$ cat config.mk
export PLATFORM = sky130hd
export DESIGN_NAME = h2f_vram_bridge
export DESIGN_NICKNAME = d
export VERILOG_FILES = /design/src/rtl/h2f_vram_bridge.sv
export SDC_FILE = /design/constraint.sdc
export NUM_CORES = 1
export LEC_CHECK = 0
export CAP_MARGIN = 20
export CORE_ASPECT_RATIO = 1.2
export CORE_MARGIN = 2
export CORE_UTILIZATION = 28
export DETAILED_ROUTE_END_ITERATION = 7
export GPL_ROUTABILITY_DRIVEN = 0
export GPL_TIMING_DRIVEN = 0
export SETUP_SLACK_MARGIN = 0.2
export SLEW_MARGIN = 0
export SYNTH_ARGS = -nofsm -noshare
export SYNTH_HDL_FRONTEND = slang
export SYNTH_SLANG_ARGS = --single-unit
$ cat constraint.sdc
create_clock -name clk -period 6.7 [get_ports clk]
set_input_delay 0.67 -clock clk [delete_from_list [all_inputs] [get_ports clk]]
set_output_delay 0.67 -clock clk [all_outputs]
set_load 0.01 [all_outputs]
$ cat src/rtl/h2f_vram_bridge.sv
// Avalon-MM slave that posts HPS writes into a small FIFO and drains them onto the PPU VRAM
// write port while the PPU is idle; also turns the PPU write-window pulse into a maskable IRQ.
module h2f_vram_bridge #(
  parameter int ADDR_W     = 13,
  parameter int DATA_W     = 64,
  parameter int FIFO_DEPTH = 2
) (
  input  logic                  clk,
  input  logic                  rst,
  input  logic [ADDR_W:0]       avs_address,
  input  logic                  avs_write,
  input  logic [DATA_W-1:0]     avs_writedata,
  input  logic [DATA_W/8-1:0]   avs_byteenable,
  input  logic                  avs_read,
  output logic [DATA_W-1:0]     avs_readdata,
  output logic                  avs_readdatavalid,
  output logic                  avs_waitrequest,
  output logic                  avs_irq,
  output logic [ADDR_W-1:0]     vram_wraddr,
  output logic                  vram_wren,
  output logic [DATA_W-1:0]     vram_wrdata,
  output logic [DATA_W/8-1:0]   vram_byteena,
  input  logic                  cpu_wr_busy,
  input  logic                  vram_wr_irq
);
  localparam int BE_W  = DATA_W / 8;
  localparam int PTR_W = $clog2(FIFO_DEPTH);
  localparam int CNT_W = PTR_W + 1;
  localparam int ENT_W = ADDR_W + DATA_W + BE_W;

  typedef enum logic [1:0] {S_IDLE = 2'd0, S_DRAIN = 2'd1, S_HOLD = 2'd2} state_t;

  logic [ENT_W-1:0]  r_mem [FIFO_DEPTH];
  logic [PTR_W-1:0]  r_wptr, r_rptr;
  logic [CNT_W-1:0]  r_count, w_count_nxt;
  state_t            r_state, w_state_nxt;
  logic              w_full, w_empty, w_vram_sel, w_push, w_pop;
  logic              w_csr_wr, w_sel_status, w_sel_count, w_irq_edge, w_irq_clr;
  logic              r_irq_d, r_irq_pending, r_irq_enable;
  logic [15:0]       r_wr_count;
  logic [DATA_W-1:0] w_rd_val;
  logic [ENT_W-1:0]  w_head;

  // Waitrequest looks only at the registered fill level, so a pop never races the stall.
  assign w_full          = (r_count == CNT_W'(FIFO_DEPTH));
  assign w_empty         = (r_count == {CNT_W{1'b0}});
  assign w_vram_sel      = !avs_address[ADDR_W];
  assign avs_waitrequest = avs_write & w_vram_sel & w_full;
  assign w_push          = avs_write & w_vram_sel & !w_full & (avs_byteenable != {BE_W{1'b0}});
  assign w_head          = r_mem[r_rptr];

  assign w_csr_wr     = avs_write & avs_address[ADDR_W];
  assign w_sel_status = (avs_address[ADDR_W-1:0] == ADDR_W'(0));
  assign w_sel_count  = (avs_address[ADDR_W-1:0] == ADDR_W'(1));
  assign w_irq_edge   = vram_wr_irq & !r_irq_d;
  assign w_irq_clr    = w_csr_wr & w_sel_status & avs_byteenable[0] & avs_writedata[0];
  assign avs_irq      = r_irq_pending & r_irq_enable;

  always_comb begin
    w_pop       = 1'b0;
    w_state_nxt = r_state;
    case (r_state)
      S_IDLE: begin
        if (w_push || !w_empty) begin
          w_state_nxt = cpu_wr_busy ? S_HOLD : S_DRAIN;
        end else begin
          w_state_nxt = S_IDLE;
        end
      end
      S_DRAIN, S_HOLD: begin
        w_pop = !cpu_wr_busy && !w_empty;
        if (w_pop && !w_push && (r_count == CNT_W'(1))) begin
          w_state_nxt = S_IDLE;
        end else if (cpu_wr_busy) begin
          w_state_nxt = S_HOLD;
        end else begin
          w_state_nxt = S_DRAIN;
        end
      end
      default: w_state_nxt = S_IDLE;
    endcase
  end

  always_comb begin
    w_count_nxt = r_count;
    if (w_push && !w_pop) begin
      w_count_nxt = r_count + CNT_W'(1);
    end else if (!w_push && w_pop) begin
      w_count_nxt = r_count - CNT_W'(1);
    end else begin
      w_count_nxt = r_count;
    end
  end

  always_ff @(posedge clk or posedge rst) begin
    if (rst) begin
      r_state <= S_IDLE;
      r_count <= {CNT_W{1'b0}};
      r_wptr  <= {PTR_W{1'b0}};
      r_rptr  <= {PTR_W{1'b0}};
    end else begin
      r_state <= w_state_nxt;
      r_count <= w_count_nxt;
      if (w_push) r_wptr <= r_wptr + PTR_W'(1);
      if (w_pop)  r_rptr <= r_rptr + PTR_W'(1);
    end
  end

  always_ff @(posedge clk) begin
    if (w_push) r_mem[r_wptr] <= {avs_address[ADDR_W-1:0], avs_writedata, avs_byteenable};
  end

  // Output stage: address/data/byteena hold their last value between pulses.
  always_ff @(posedge clk or posedge rst) begin
    if (rst) begin
      vram_wren    <= 1'b0;
      vram_wraddr  <= {ADDR_W{1'b0}};
      vram_wrdata  <= {DATA_W{1'b0}};
      vram_byteena <= {BE_W{1'b0}};
    end else begin
      vram_wren <= w_pop;
      if (w_pop) {vram_wraddr, vram_wrdata, vram_byteena} <= w_head;
    end
  end

  // A new edge in the same cycle as a W1C keeps the interrupt pending.
  always_ff @(posedge clk or posedge rst) begin
    if (rst) begin
      r_irq_d       <= 1'b0;
      r_irq_pending <= 1'b0;
      r_irq_enable  <= 1'b0;
      r_wr_count    <= 16'd0;
    end else begin
      r_irq_d       <= vram_wr_irq;
      r_irq_pending <= w_irq_edge | (r_irq_pending & !w_irq_clr);
      if (w_csr_wr && w_sel_status && avs_byteenable[1]) r_irq_enable <= avs_writedata[8];
      if (w_csr_wr && w_sel_count) begin
        r_wr_count <= 16'd0;
      end else if (vram_wren) begin
        r_wr_count <= r_wr_count + 16'd1;
      end
    end
  end

  always_comb begin
    w_rd_val = {DATA_W{1'b0}};
    if (avs_address[ADDR_W] && w_sel_status) begin
      w_rd_val[0] = r_irq_pending;
      w_rd_val[1] = cpu_wr_busy;
      w_rd_val[2] = w_empty;
      w_rd_val[3] = w_full;
      w_rd_val[8] = r_irq_enable;
    end else if (avs_address[ADDR_W] && w_sel_count) begin
      w_rd_val[15:0] = r_wr_count;
    end else begin
      w_rd_val = {DATA_W{1'b0}};
    end
  end

  always_ff @(posedge clk or posedge rst) begin
    if (rst) begin
      avs_readdatavalid <= 1'b0;
      avs_readdata      <= {DATA_W{1'b0}};
    end else begin
      avs_readdatavalid <= avs_read;
      avs_readdata      <= avs_read ? w_rd_val : {DATA_W{1'b0}};
    end
  end
endmodule

### Word-level counts from Yosys, hierarchy flattened

Memory sizes are Yosys's and may differ from the RTL's. A register that Yosys moved wholly into a read port is not among the register bits.
Cells that the tools add are included.

| operators by class | value |
|---|---|
| reductions and logical operators | 26 |
| $add $sub $neg | 5 |
| multiplexer cells | 17 |
| bitwise operators | 12 |
| equal/unequal tests | 5 |

Operator list:

| cell | number |
|---|---|
| $mux 64 | 1 |
| $mux 16 | 3 |
| $add 16x1->16 const B | 1 |
| $eq 13x1->1 const B | 1 |
| $logic_not 13->1 | 1 |
| $and 1x1->1 | 11 |
| $logic_and 1x1->1 | 10 |
| $mux 2 | 5 |
| $logic_not 1->1 | 8 |
| $mux 4 | 2 |
| $reduce_bool 8->1 | 1 |
| $mux 7 | 1 |
| $eq 2x1->1 const B | 2 |
| $eq 2x2->1 const B | 2 |
| $logic_not 2->1 | 2 |
| $mux 1 | 4 |
| $pmux 2 s2 | 1 |
| $reduce_bool 2->1 | 2 |
| $add 1x1->1 const B | 2 |
| $add 2x1->2 const B | 1 |
| $reduce_or 2->1 | 1 |
| $sub 2x1->2 const B | 1 |
| $logic_or 1x1->1 | 1 |
| $or 1x1->1 | 1 |

| storage, ports and cells | value |
|---|---|
| memories kept | 1 |
| bits in registers | 91 |
| output and inout bits | 153 |
| logic and storage cells | 77 |
| memory bits (writable) | 170 |

Memories:

| name | words | bits a word | read ports | clocked after memory_dff | write ports | line | source |
|---|---|---|---|---|---|---|---|
| r_mem | 2 | 85 | 1 | 1 | 1 | 33 | `logic [ENT_W-1:0] r_mem [FIFO_DEPTH];` |

### Longest topological paths before layout

Gate-level depths: netlist of the first run.

| depth | value |
|---|---|
| depth after elaboration | 9 |
| mapped depth | 9 |
| mapped depth without buffers | 7 |

### Worst setup path before layout of the first run

No wires, ideal clock.

| path | value |
|---|---|
| path type | in2reg |
| start | input port avs_byteenable[1] |
| end | memory r_mem[0][0] in the netlist's numbering (enable) |
| path slack | 1.144 ns |
| data required time | 6.161 ns |
| library setup time | 0.539 ns |
| buffers on the path | 0 |
| arrival | 5.017 ns |
| stages | 3 |
| cell sequence | nor4_1 a2111oi_4 nor2b_1 |

| between the ends | value |
|---|---|
| longest elaborated chain between the ends | 4 |

RTL lines:

| what | line | source |
|---|---|---|
| start, declared | 13 | `input logic [DATA_W/8-1:0] avs_byteenable,` |
| $reduce_bool 8->1 | 49 | `assign w_push = avs_write & w_vram_sel & !w_full & (avs_byteenable != {BE_W{1'b0}});` |
| $and 1x1->1 | 49 |  |
| via w_push | 37 | `logic w_full, w_empty, w_vram_sel, w_push, w_pop;` |
| $mux 1 | 110 | `if (w_push) r_mem[r_wptr] <= {avs_address[ADDR_W-1:0], avs_writedata, avs_byteenable};` |
| $mux 1 (not written as such) | 110 |  |
| end, declared | 33 |  |

The timed path passes the listed nets, and every way through them passes these cells.

### Worst setup path in the final report of the first run

| path | value |
|---|---|
| start | input port avs_byteenable[0] |
| end | memory r_mem[0][51] in the netlist's numbering (enable) |

Same word-level chain as after synthesis.

==> results of run 1 <==
[layer usage]
metal | part of all wire, % | track usage [%] | vias up | routed length [µm]
met5 | 0.060 | 0 | - | 16
met4 | 2.2 | 3.81 | 2 | 575
met3 | 6.6 | 3.15 | 40 | 1760
met2 | 52 | 22.6 | 204 | 13900
met1 | 39 | 14.5 | 3204 | 10400
li1 | - | - | 3189 | -
[cells in the final DEF (no fill, tap or decap), types with 2 or more instances in the layout]
cell	instances
sky130_fd_sc_hd__nand2b_1	2
sky130_fd_sc_hd__and3_1	3
sky130_fd_sc_hd__xor2_1	8
sky130_fd_sc_hd__xnor2_1	10
sky130_fd_sc_hd__dfrtp_1	128
sky130_fd_sc_hd__nand3_1	2
sky130_fd_sc_hd__inv_1	6
sky130_fd_sc_hd__inv_4	3
sky130_fd_sc_hd__a21oi_1	87
sky130_fd_sc_hd__clkdlybuf4s50_1	196
sky130_fd_sc_hd__and4_2	2
sky130_fd_sc_hd__mux2i_1	91
sky130_fd_sc_hd__o21ai_0	2
sky130_fd_sc_hd__clkbuf_8	2
sky130_fd_sc_hd__clkbuf_16	33
sky130_fd_sc_hd__nor2_1	112
sky130_fd_sc_hd__and2_1	13
sky130_fd_sc_hd__clkinv_2	7
sky130_fd_sc_hd__inv_6	3
sky130_fd_sc_hd__clkbuf_1	12
sky130_fd_sc_hd__clkinv_1	3
sky130_fd_sc_hd__buf_12	3
sky130_fd_sc_hd__nor3_1	2
sky130_fd_sc_hd__edfxtp_1	170
sky130_fd_sc_hd__nor4_1	7
sky130_fd_sc_hd__conb_1	48
sky130_fd_sc_hd__buf_4	51
sky130_fd_sc_hd__bufinv_16	3
sky130_fd_sc_hd__buf_16	2
sky130_fd_sc_hd__nand4_1	6
sky130_fd_sc_hd__nand2_1	8
sky130_fd_sc_hd__buf_2	18
sky130_fd_sc_hd__ha_1	7
[layout make-up]
class | instances | area (µm²) | area share (%)
antenna | 1 | 2.50 | 0.0163
buffer | 80 | 522 | 3.40
clock buffer | 37 | 861 | 5.62
clock inverter | 21 | 209 | 1.36
inverter | 8 | 35.0 | 0.229
multi-input combinational | 424 | 2640 | 17.2
sequential | 298 | 8310 | 54.2
tap | 533 | 667 | 4.35
timing repair buffer | 201 | 2080 | 13.6
[worst max-delay path by stage]
| stage | end | start | slack [ns] |
|---|---|---|---|
| 6_report | r_mem[0][51]$_DFFE_PP_ | avs_byteenable[0] | 3.77 |
| 5_1_grt | r_mem[0][51]$_DFFE_PP_ | avs_byteenable[1] | 3.60 |
| 4_1_cts | r_mem[0][51]$_DFFE_PP_ | avs_byteenable[0] | 3.72 |
| 3_5_place_dp | r_mem[0][56]$_DFFE_PP_ | avs_byteenable[0] | 3.10 |
| 3_3_place_gp | r_mem[0][53]$_DFFE_PP_ | avs_byteenable[0] | -2.57 |
| 2_1_floorplan | r_mem[0][0]$_DFFE_PP_ | avs_byteenable[1] | 1.14 |
[logic make-up (layout without fill, tap and decap cells)]
kind of cell | after synthesis | count (layout) | synth area share [%]
AO/OA/AOI/OAI | 91 | 91 | 4.26
buffers and inverters | 88 | 347 | 4.88
AND/OR/NAND/NOR | 168 | 168 | 7.10
other | 1 | 49 | 0.0331
multiplexers | 92 | 92 | 8.15
flip-flops | 298 | 298 | 73.4
XOR/XNOR | 18 | 18 | 1.39
adder cells (fa/ha/maj) | 7 | 7 | 0.774
[power by group through the flow]
stage / Clock [µW] / Combinational (µW) / Sequential (µW)
after global routing: 1910 / 2190 / 2720
after detailed placement: 0 / 2040 / 2700
after floorplan: 0 / 967 / 2790
after CTS: 1840 / 2050 / 2670
final: 1780 / 1990 / 2660
after global placement: 0 / 1980 / 2720
[registers in the layout (all words and copies together) (netlist names)]
signal and flops:
vram_wren 1, r_count 2, r_state 2, r_irq_pending 1, vram_wrdata 64, avs_readdatavalid 1
r_irq_d 1, vram_wraddr 13, vram_byteena 8, r_rptr 1, r_wptr 1, r_wr_count 16
r_mem 170, avs_readdata 16, r_irq_enable 1
[through the flow]
step                      util [%]  setup slack [ns]
final                         38.5              3.77
after global routing          38.5              3.60
after CTS                     38.5              3.72
after detailed placement      35.8              3.10
after global placement        35.4             -2.57
after floorplan                  -              1.14
==> impl_summary.txt, run 1 <==
----------------------------------------------------
[Status]
  Status ... finished, final reports clean

[Min path]
  Number of cells on the worst hold path ... 1
  Startpoint of the lowest-slack hold path ... r_count[0]$_DFFE_PP0P_
  Capture endpoint of the worst hold path ... r_count[0]$_DFFE_PP0P_
  Class of the most critical hold timing path ... register to register

[Critical path]
  Arr. time, crit path ... 3.18 ns
  Maximum single-stage delay on the critical path ... 0.59 ns
  Crit path kind ... input pin to register
  Worst path most repeated cell ... sky130_fd_sc_hd__buf_12
  Depth of the worst register-to-register path ... 7
  Worst-case register-to-register setup slack ... 3.97 ns
  Reg-to-Reg End ... r_mem[0][51]$_DFFE_PP_
  CP max stage cell ... sky130_fd_sc_hd__nor2b_4
  Startpoint of the worst-slack reg-to-reg timing path ... r_count[0]$_DFFE_PP0P_
  Critical Path Source Type ... input pin
  Series of cell instances along the critical path ... clkdlybuf4s50_1 > nor4_1 > a2111oi_4 > nor2b_4 > buf_12 > buf_12 > buf_12
  Worst Path Buf+Inv ... 4
  Required time at the worst-slack endpoint ... 6.96 ns
  Max Fanout on Critical Path ... 30
  Sort of element at the end of the critical path ... register
  Path length in cells of the critical path ... 7
  Top Family by Delay on Critical Path ... buffers and inverters

[Layout]
  Share of final-layout standard cells stronger than drive strength 1 ... about an eighth
  Area Overhead vs Synth ... 35.4%
  Finished layout cell area ... ~15,000 µm²
  Final cell count without fillers ... 1,603
  NumNets Final ... 1,143
  Number of filler instances in the final layout ... between 3k and 4k

[Die]
  Die outline height ... around 220 µm
  Initial standard-cell utilization of the core ... 28.4%
  Placeable Area ... approximately 40,000 µm²
  Number of rows in the core area ... 80
  Horiz. Die Dim ... roughly 190 µm
  Num ports ... between 200 and 250
  Die footprint ... ~42,000 µm²

[Yosys]
  Cells taking the most area after synthesis ... sky130_fd_sc_hd__edfxtp_1 (45%), sky130_fd_sc_hd__dfrtp_1 (28%), sky130_fd_sc_hd__mux2i_1 (8.0%), sky130_fd_sc_hd__a21oi_1 (3.8%), sky130_fd_sc_hd__nor2_1 (3.7%)
  Register bit total from synthesis ... 298
  Post-synthesis cell type count ... 38
  Top cell type's share of synthesized area ... 45.1%
  Commonest cells in the synthesized netlist ... sky130_fd_sc_hd__edfxtp_1 (170), sky130_fd_sc_hd__dfrtp_1 (128), sky130_fd_sc_hd__nor2_1 (112)
  Register area share after synthesis ... 73.4%
  Most frequently used flop master after synthesis ... sky130_fd_sc_hd__edfxtp_1
  Syn Inst Count ... ~760
  Count of synthesis-stage warnings from yosys ... 0
  Mapped Avg Cell Area ... 14.8 µm²
  Number of enable-type register cells in the synthesized netlist ... 170
  Fraction of registers with async set/reset ... between 40% and 50%
  Netlist area before placement ... about 11,000 µm²
  Most frequently used cell type in the post-synthesis netlist ... sky130_fd_sc_hd__edfxtp_1
  Biggest area consumer among synthesized cells ... sky130_fd_sc_hd__edfxtp_1

[Clock network]
  Post_cts resized ... 0
  Number of CTS-inserted buffers ... 31
  Post-CTS Hold Fix Bufs ... 0
  Root cell of the clock tree ... sky130_fd_sc_hd__clkbuf_16
  TritonCTS clock tree ... yes
  H-tree levels ... 1
  Post CTS Setup Buffer Count ... 0
  Clock latency on the worst-skew pair ... 0.58 ns
  Clock transition at the registers of the reported paths ... roughly 0.06 ns
  Longest Clk Path Bufs ... 3
  Clock tree sinks ... between 200 and 300

[STA]
  Final Hold Slack ... 0.510 ns
  Final cycle utilization of the critical path ... approximately 44%
  Worst Clk Skew ... ~0.019 ns
  Setup TNS ... 0 ns
  Tightest Pin Transition ... 0.643 ns
  Headroom to the max-slew limit ... approximately 57%
  Setup repair after global routing missed its margin ... no
  Timing-limited maximum frequency ... about 0.34 GHz
  Final count of hold timing violations ... 0
  Final max-slew violation count ... 0
  Shortest period the worst path allows ... roughly 3 ns
  Final setup fails ... 0

[GRT]
  GR Overflow Total ... 0
  Number of global-route vias before repair ... slightly below 7k
  First-pass GRT wire length ... 40,400 µm
  Tot GR Track Use ... 12.5%
  Largest net degree at the start of global routing ... 76
  Antenna violations before repair ... 2

[Drt]
  Vias post-DR ... between 6k and 7k
  Number of nets with antenna violations after detailed routing ... 0
  DRC violations left ... 0
  Average wire length per cell after detail routing ... 16.6 µm
  Router iterations before antenna repair ... 4
  Routed wire length ... roughly 27,000 µm
  Number of vias per cell ... 4.14
  DRC marker count from the first detailed-route iteration ... 290

[Power]
  Tot Pwr ... roughly 6400 µW
  Clock network fraction of design power ... between 20 and 30%
  Combinational power share ... 31.0%
  NetSw ... roughly 2000 µW
  Peak supply drop ... 0.310 mV
  Sequential share of power ... between 40% and 50%
  Switching portion of total power ... between 30% and 40%
  Internal power consumption ... approximately 4400 µW
  Cell Pwr Density ... 420 nW/µm²
  Leakage power of the design ... about 0.006 µW

[Job]
  Count of maximum capacitance violations ... 0

[Placed design]
  Hpwl dp ... about 18,000 µm
  Number of I/O port buffers ... a little under 200
  Placed cell count ... ~1.5k
  Area after DPL ... roughly 14,000 µm²

----------------------------------------------------
No activity file was read; power rests on OpenSTA's default activity.
==> run 2: changes to the inputs <==
clock period = 2.67 ns   (was 6.7 ns; I/O delays follow)
==> impl_summary.txt, run 2 (synthesis results as in run 1) <==
----------------------------------------------------
[Drt]
  Average wire length per cell after detail routing ... 16.6 µm
  DRC violations left ... 0
  Router iterations before antenna repair ... 4
  Number of nets with antenna violations after detailed routing ... 0
  Number of vias per cell ... around 4.1
  Routed wire length ... about 27,000 µm
  Vias post-DR ... around 6.7k
  DRC marker count from the first detailed-route iteration ... ~280

[Clock network]
  H-tree levels ... 1
  Clock transition at the registers of the reported paths ... around 0.060 ns
  Clock latency on the worst-skew pair ... 0.56 ns
  Longest Clk Path Bufs ... 3
  Root cell of the clock tree ... sky130_fd_sc_hd__clkbuf_16
  TritonCTS clock tree ... yes
  Clock tree sinks ... ~300
  Number of CTS-inserted buffers ... 30

[Die]
  Num ports ... approximately 250
  Die outline height ... between 200 and 250 µm
  Horiz. Die Dim ... around 190 µm
  Placeable Area ... 39,800 µm²
  Initial standard-cell utilization of the core ... between 20 and 30%
  Number of rows in the core area ... 80
  Die footprint ... about 42,000 µm²

[Critical path]
  Worst Path Buf+Inv ... 4
  Maximum single-stage delay on the critical path ... ~0.45 ns
  Critical Path Source Type ... register
  CP max stage cell ... sky130_fd_sc_hd__a2111oi_4
  Series of cell instances along the critical path ... inv_1 > ha_2 > a2111oi_4 > nor2b_4 > buf_16 > buf_16 > buf_16
  Arr. time, crit path ... between 2 and 3 ns
  Sort of element at the end of the critical path ... register
  Setup crit start ... r_count[0]$_DFFE_PP0P_
  Required time at the worst-slack endpoint ... roughly 2.9 ns
  Crit path kind ... register to register
  Max Fanout on Critical Path ... 19
  Worst path most repeated cell ... sky130_fd_sc_hd__buf_16
  Top Family by Delay on Critical Path ... buffers and inverters
  Startpoint of the worst-slack reg-to-reg timing path ... r_count[0]$_DFFE_PP0P_

[Layout]
  Largest registers ... r_mem: 170 flops, vram_wrdata: 64 flops
  Most common cell after layout, fill and taps aside ... sky130_fd_sc_hd__clkdlybuf4s50_1
  Share of final-layout standard cells stronger than drive strength 1 ... a little over an eighth
  NumNets Final ... 1,150
  Max reg flops ... 170
  Number of filler instances in the final layout ... about 3.7k
  Top register by number of flip-flops ... r_mem
  Top library cells by usage in the layout, fill and taps aside ... sky130_fd_sc_hd__clkdlybuf4s50_1 (195), sky130_fd_sc_hd__edfxtp_1 (170), sky130_fd_sc_hd__dfrtp_1 (128), sky130_fd_sc_hd__nor2_1 (112), sky130_fd_sc_hd__mux2i_1 (91)
  Area Overhead vs Synth ... 35.4%
  Final cell count without fillers ... ~1.6k

[GRT]
  Tot GR Track Use ... between 10 and 15%
  Largest net degree at the start of global routing ... 49
  Number of global-route vias before repair ... 6,932
  GR Overflow Total ... 0
  First-pass GRT wire length ... 40,500 µm
  Antenna violations before repair ... 2

[Placed design]
  Number of I/O port buffers ... 196
  Placed cell count ... 1,548
  Hpwl dp ... ~19,000 µm
  Post-placement setup slack ... -0.431 ns

[STA]
  Final setup fails ... 0
  Final cycle utilization of the critical path ... 85.4%
  Timing-limited maximum frequency ... about 0.44 GHz
  Shortest period the worst path allows ... approximately 2.3 ns
  Headroom to the max-slew limit ... 57.0%
  Final WS setup ... ~0.39 ns
  Final count of hold timing violations ... 0
  Setup repair after global routing missed its margin ... no
  Final max-slew violation count ... 0
  Tightest Pin Transition ... around 0.64 ns
  Worst Clk Skew ... around 0.012 ns

[Job]
  Count of maximum capacitance violations ... 0

[Power]
  Cell Pwr Density ... around 1000 nW/µm²
  Peak supply drop ... 0.496 mV
  Leakage power of the design ... around 0.006 µW

[Status]
  Status ... finished, final reports clean

[Min path]
  Class of the most critical hold timing path ... input pin to async pin

----------------------------------------------------
[run 2: changes by cell type in the layout (fill, tap and decap cells not counted), moves of 2 or more]
cell	before	now
sky130_fd_sc_hd__bufinv_16	3	1
sky130_fd_sc_hd__buf_16	2	4
sky130_fd_sc_hd__clkinv_1	3	5
sky130_fd_sc_hd__clkinvlp_4	1	3
sky130_fd_sc_hd__clkbuf_1	12	18
sky130_fd_sc_hd__inv_4	3	0
sky130_fd_sc_hd__clkbuf_16	33	31
sky130_fd_sc_hd__buf_4	51	54
sky130_fd_sc_hd__buf_12	3	5
[run 2: final cells by class]
class / count / area (µm²) / area share, %
inverters: 8 / 33.8 / 0.221
multi-input cells: 425 / 2650 / 17.3
plain buffers: 80 / 524 / 3.42
clock inverters: 16 / 111 / 0.727
repair buffers: 208 / 2200 / 14.3
well taps: 533 / 667 / 4.35
clock buffers: 40 / 820 / 5.35
flip-flops and latches: 298 / 8310 / 54.2
diodes: 2 / 5.00 / 0.0327
[run 2: path summary, 6_finish.rpt]
| check | end | cells past startpoint | slack [ns] |
|---|---|---|---|
| hold / removal | vram_wrdata[54]$_DFFE_PP0P_ | 2 | 0.05 |
| setup / recovery | r_mem[0][30]$_DFFE_PP_ | 7 | 0.39 |
| setup reg to reg | r_mem[0][30]$_DFFE_PP_ | 7 | 0.39 |
| hold reg to reg | r_count[0]$_DFFE_PP0P_ | 1 | 0.51 |
| max in group asynchronous | avs_readdata[15]$_DFF_PP0_ | 4 | 1.89 |
| min in group clk | r_irq_d$_DFF_PP0_ | 1 | 0.19 |
[run 2: per-layer routing]
layer  wire length, µm  vias up  track usage [%]
met5                20        -                0
met4               646        4             4.32
met3              1470       43             2.54
met2             13800      185             23.0
met1             10900     3242             14.6
li1                  -     3202                -
[run 2: timing repair]
action	CTS	global route
gates cloned	1	0
setup endpoints to repair	47	58
resized for setup	0	2
buffers inserted	1	2
pin swaps	1	1
hold buffers	0	0
endpoints found under the hold margin	0	0
[run 2: report_power, final]
part | total (µW) | leakage (µW) | switching [µW] | internal [µW]
Sequential | 6680 | 0.00301 | 628 | 6050
Combinational | 5080 | 0.00255 | 2630 | 2460
Clock | 4000 | 0.000453 | 1740 | 2250
Total | 15800 | 0.00602 | 5000 | 10800
[run 2: through the flow]
stage / hold WS, ns / util [%] / instance area (µm²) / setup TNS, ns / total power, µW
after floorplan: 0.298 / - / 11500 / -6.46 / 9400
after global placement: 0.492 / 35.5 / 14100 / -319.86 / 11800
after detailed placement: 0.501 / 36.0 / 14300 / -23.94 / 11900
after CTS: 0.0414 / 38.4 / 15300 / 0 / 16000
after global routing: 0.0620 / 38.4 / 15300 / 0 / 16700
final: 0.0527 / 38.5 / 15300 / 0 / 15800
==> run 3: changes to the inputs <==
CORE_ASPECT_RATIO = unset   (was 1.2)
==> impl_summary.txt, run 3 (synthesis results as in run 1) <==
----------------------------------------------------
[GRT]
  First-pass GRT wire length ... ~40,000 µm
  Antenna violations before repair ... 2
  Number of global-route vias before repair ... 6,850
  GR Overflow Total ... 0
  Largest net degree at the start of global routing ... 50
  Tot GR Track Use ... approximately an eighth

[Clock network]
  Clock latency on the worst-skew pair ... between 0.5 and 0.6 ns
  Clock tree sinks ... 298
  H-tree levels ... 2
  Clock transition at the registers of the reported paths ... roughly 0.06 ns
  Longest Clk Path Bufs ... 3
  Root cell of the clock tree ... sky130_fd_sc_hd__clkbuf_16
  Number of CTS-inserted buffers ... 35
  TritonCTS clock tree ... yes
  Post-CTS Hold Fix Bufs ... 0

[Status]
  Status ... finished, final reports clean

[Critical path]
  Top Family by Delay on Critical Path ... simple AND/OR/NAND/NOR gates
  Reg-to-Reg End ... r_mem[1][36]$_DFFE_PP_
  Sort of element at the end of the critical path ... register
  Series of cell instances along the critical path ... inv_1 > ha_2 > a2111oi_4 > and2_4 > buf_16
  Worst-case register-to-register setup slack ... approximately 0.37 ns
  Maximum single-stage delay on the critical path ... around 0.5 ns
  Worst Path Buf+Inv ... 2
  Arr. time, crit path ... around 2.5 ns
  Startpoint of the worst-slack reg-to-reg timing path ... r_count[0]$_DFFE_PP0P_
  Depth of the worst register-to-register path ... 5
  Required time at the worst-slack endpoint ... 2.87 ns
  Crit path kind ... register to register
  Critical Path Source Type ... register
  CP max stage cell ... sky130_fd_sc_hd__and2_4
  Max Fanout on Critical Path ... 49

[Layout]
  NumNets Final ... 1,152
  Share of final-layout standard cells stronger than drive strength 1 ... between 10% and 20%
  Max reg flops ... 170
  Largest registers ... r_mem: 170 flops, vram_wrdata: 64 flops
  Most common cell after layout, fill and taps aside ... sky130_fd_sc_hd__clkdlybuf4s50_1
  Post-layout utilization of the core ... 38.9%
  Top library cells by usage in the layout, fill and taps aside ... sky130_fd_sc_hd__clkdlybuf4s50_1 (196), sky130_fd_sc_hd__edfxtp_1 (170), sky130_fd_sc_hd__dfrtp_1 (128), sky130_fd_sc_hd__nor2_1 (112), sky130_fd_sc_hd__mux2i_1 (91)
  Top register by number of flip-flops ... r_mem
  Area Overhead vs Synth ... 37.1%

[Drt]
  Router iterations before antenna repair ... 4
  Average wire length per cell after detail routing ... ~17 µm
  DRC violations left ... 0
  DRC marker count from the first detailed-route iteration ... 280
  Number of nets with antenna violations after detailed routing ... 0
  Number of vias per cell ... 4.19
  Routed wire length ... between 20,000 and 30,000 µm
  Vias post-DR ... 6,724

[STA]
  Setup TNS ... 0 ns
  Final setup fails ... 0
  Tightest Pin Transition ... around 0.69 ns
  Final max-slew violation count ... 0
  Final count of hold timing violations ... 0
  Final Hold Slack ... 0.181 ns
  Shortest period the worst path allows ... 2.30 ns
  Worst Clk Skew ... 0.0200 ns
  Final cycle utilization of the critical path ... 86.2%
  Timing-limited maximum frequency ... ~0.43 GHz
  Setup repair after global routing missed its margin ... no
  Headroom to the max-slew limit ... between 50% and 60%
  Final WS setup ... ~0.37 ns

[Power]
  NetSw ... between 5000 and 6000 µW
  Sequential share of power ... 40.1%
  Leakage power of the design ... around 0.0061 µW
  Internal power consumption ... 11,600 µW
  Switching portion of total power ... 30.7%
  Peak supply drop ... 0.498 mV
  Cell Pwr Density ... approximately 1100 nW/µm²
  Combinational power share ... between 30% and 40%
  Clock network fraction of design power ... slightly below 30%

[Min path]
  Class of the most critical hold timing path ... input pin to async pin

[Job]
  Count of maximum capacitance violations ... 0

[Die]
  Die footprint ... 42,000 µm²
  Num ports ... around 250
  Initial standard-cell utilization of the core ... approximately 28%
  Placeable Area ... between 30,000 and 40,000 µm²
  Number of rows in the core area ... 73
  Die outline height ... around 200 µm
  Horiz. Die Dim ... roughly 210 µm

[Placed design]
  Post-placement setup slack ... -0.377 ns
  Number of I/O port buffers ... 196
  Hpwl dp ... about 18,000 µm

----------------------------------------------------
## run 3: changes by cell type in the layout (fill, tap and decap cells not counted), moves of 3 or more
| cell | delta |
|---|---|
| sky130_fd_sc_hd__clkbuf_16 | +5 |
| sky130_fd_sc_hd__buf_16 | -3 |
| sky130_fd_sc_hd__bufinv_16 | +4 |
| sky130_fd_sc_hd__clkbuf_8 | +3 |
## run 3: worst max path at each step
stage / cells past startpoint / startpoint / slack, ns / endpoint
3_5_place_dp: 6 / avs_byteenable[1] / -0.38 / r_mem[0][61]$_DFFE_PP_
3_3_place_gp: 4 / avs_byteenable[1] / -1.62 / r_mem[0][34]$_DFFE_PP_
4_1_cts: 9 / r_count[0]$_DFFE_PP0P_ / 0.28 / vram_wrdata[37]$_DFFE_PP0P_
5_1_grt: 9 / r_count[0]$_DFFE_PP0P_ / 0.22 / vram_wrdata[37]$_DFFE_PP0P_
6_report: 5 / r_count[0]$_DFFE_PP0P_ / 0.37 / r_mem[1][36]$_DFFE_PP_
2_1_floorplan: 4 / r_count[0]$_DFFE_PP0P_ / -0.08 / r_mem[0][0]$_DFFE_PP_
## run 3: layout make-up
type	instances	area (µm²)
Antenna cell	1	2.50
Buffer	80	524
Tap cell	525	657
Fill cell	3743	24300
Clock buffer	46	978
Sequential cell	298	8310
Multi-Input combinational cell	425	2650
Inverter	8	33.8
Timing Repair Buffer	205	2120
Clock inverter	18	229
## run 3: power groups by stage
stage	logic, µW	registers (µW)	clock network (µW)
after CTS	5160	6700	5150
after global routing	5580	6830	5320
after global placement	4980	6780	0
final	5040	6690	4960
after detailed placement	5130	6780	0
after floorplan	2430	6970	0
## run 3: stage by stage
step,cell area (µm²),cells,power [µW]
final,15500,1606,16700
after global routing,15500,1606,17700
after CTS,15500,1605,17000
after detailed placement,14300,1538,11900
after global placement,14100,1531,11800
after floorplan,11500,810,9400
## run 3: timing repair
item,in CTS,in global routing
cloned,1,0
endpoints found under the setup margin,30,10
gates resized for setup,0,1
pin swaps,1,0
buffers inserted,2,0
## run 3: layer usage
metal	up-vias	global-route usage [%]	wire (µm)
met5	-	0	0
met4	0	5.24	700
met3	40	2.86	1490
met1	3271	15.8	11200
met2	200	21.8	13500
li1	3213	-	-
## run 3: worst reg2reg max path, stage by stage (launching register included)
cell                        delay [ns]
sky130_fd_sc_hd__dfrtp_1          0.38
sky130_fd_sc_hd__inv_1            0.08
sky130_fd_sc_hd__ha_2             0.21
sky130_fd_sc_hd__a2111oi_4        0.44
sky130_fd_sc_hd__and2_4           0.50
sky130_fd_sc_hd__buf_16           0.32
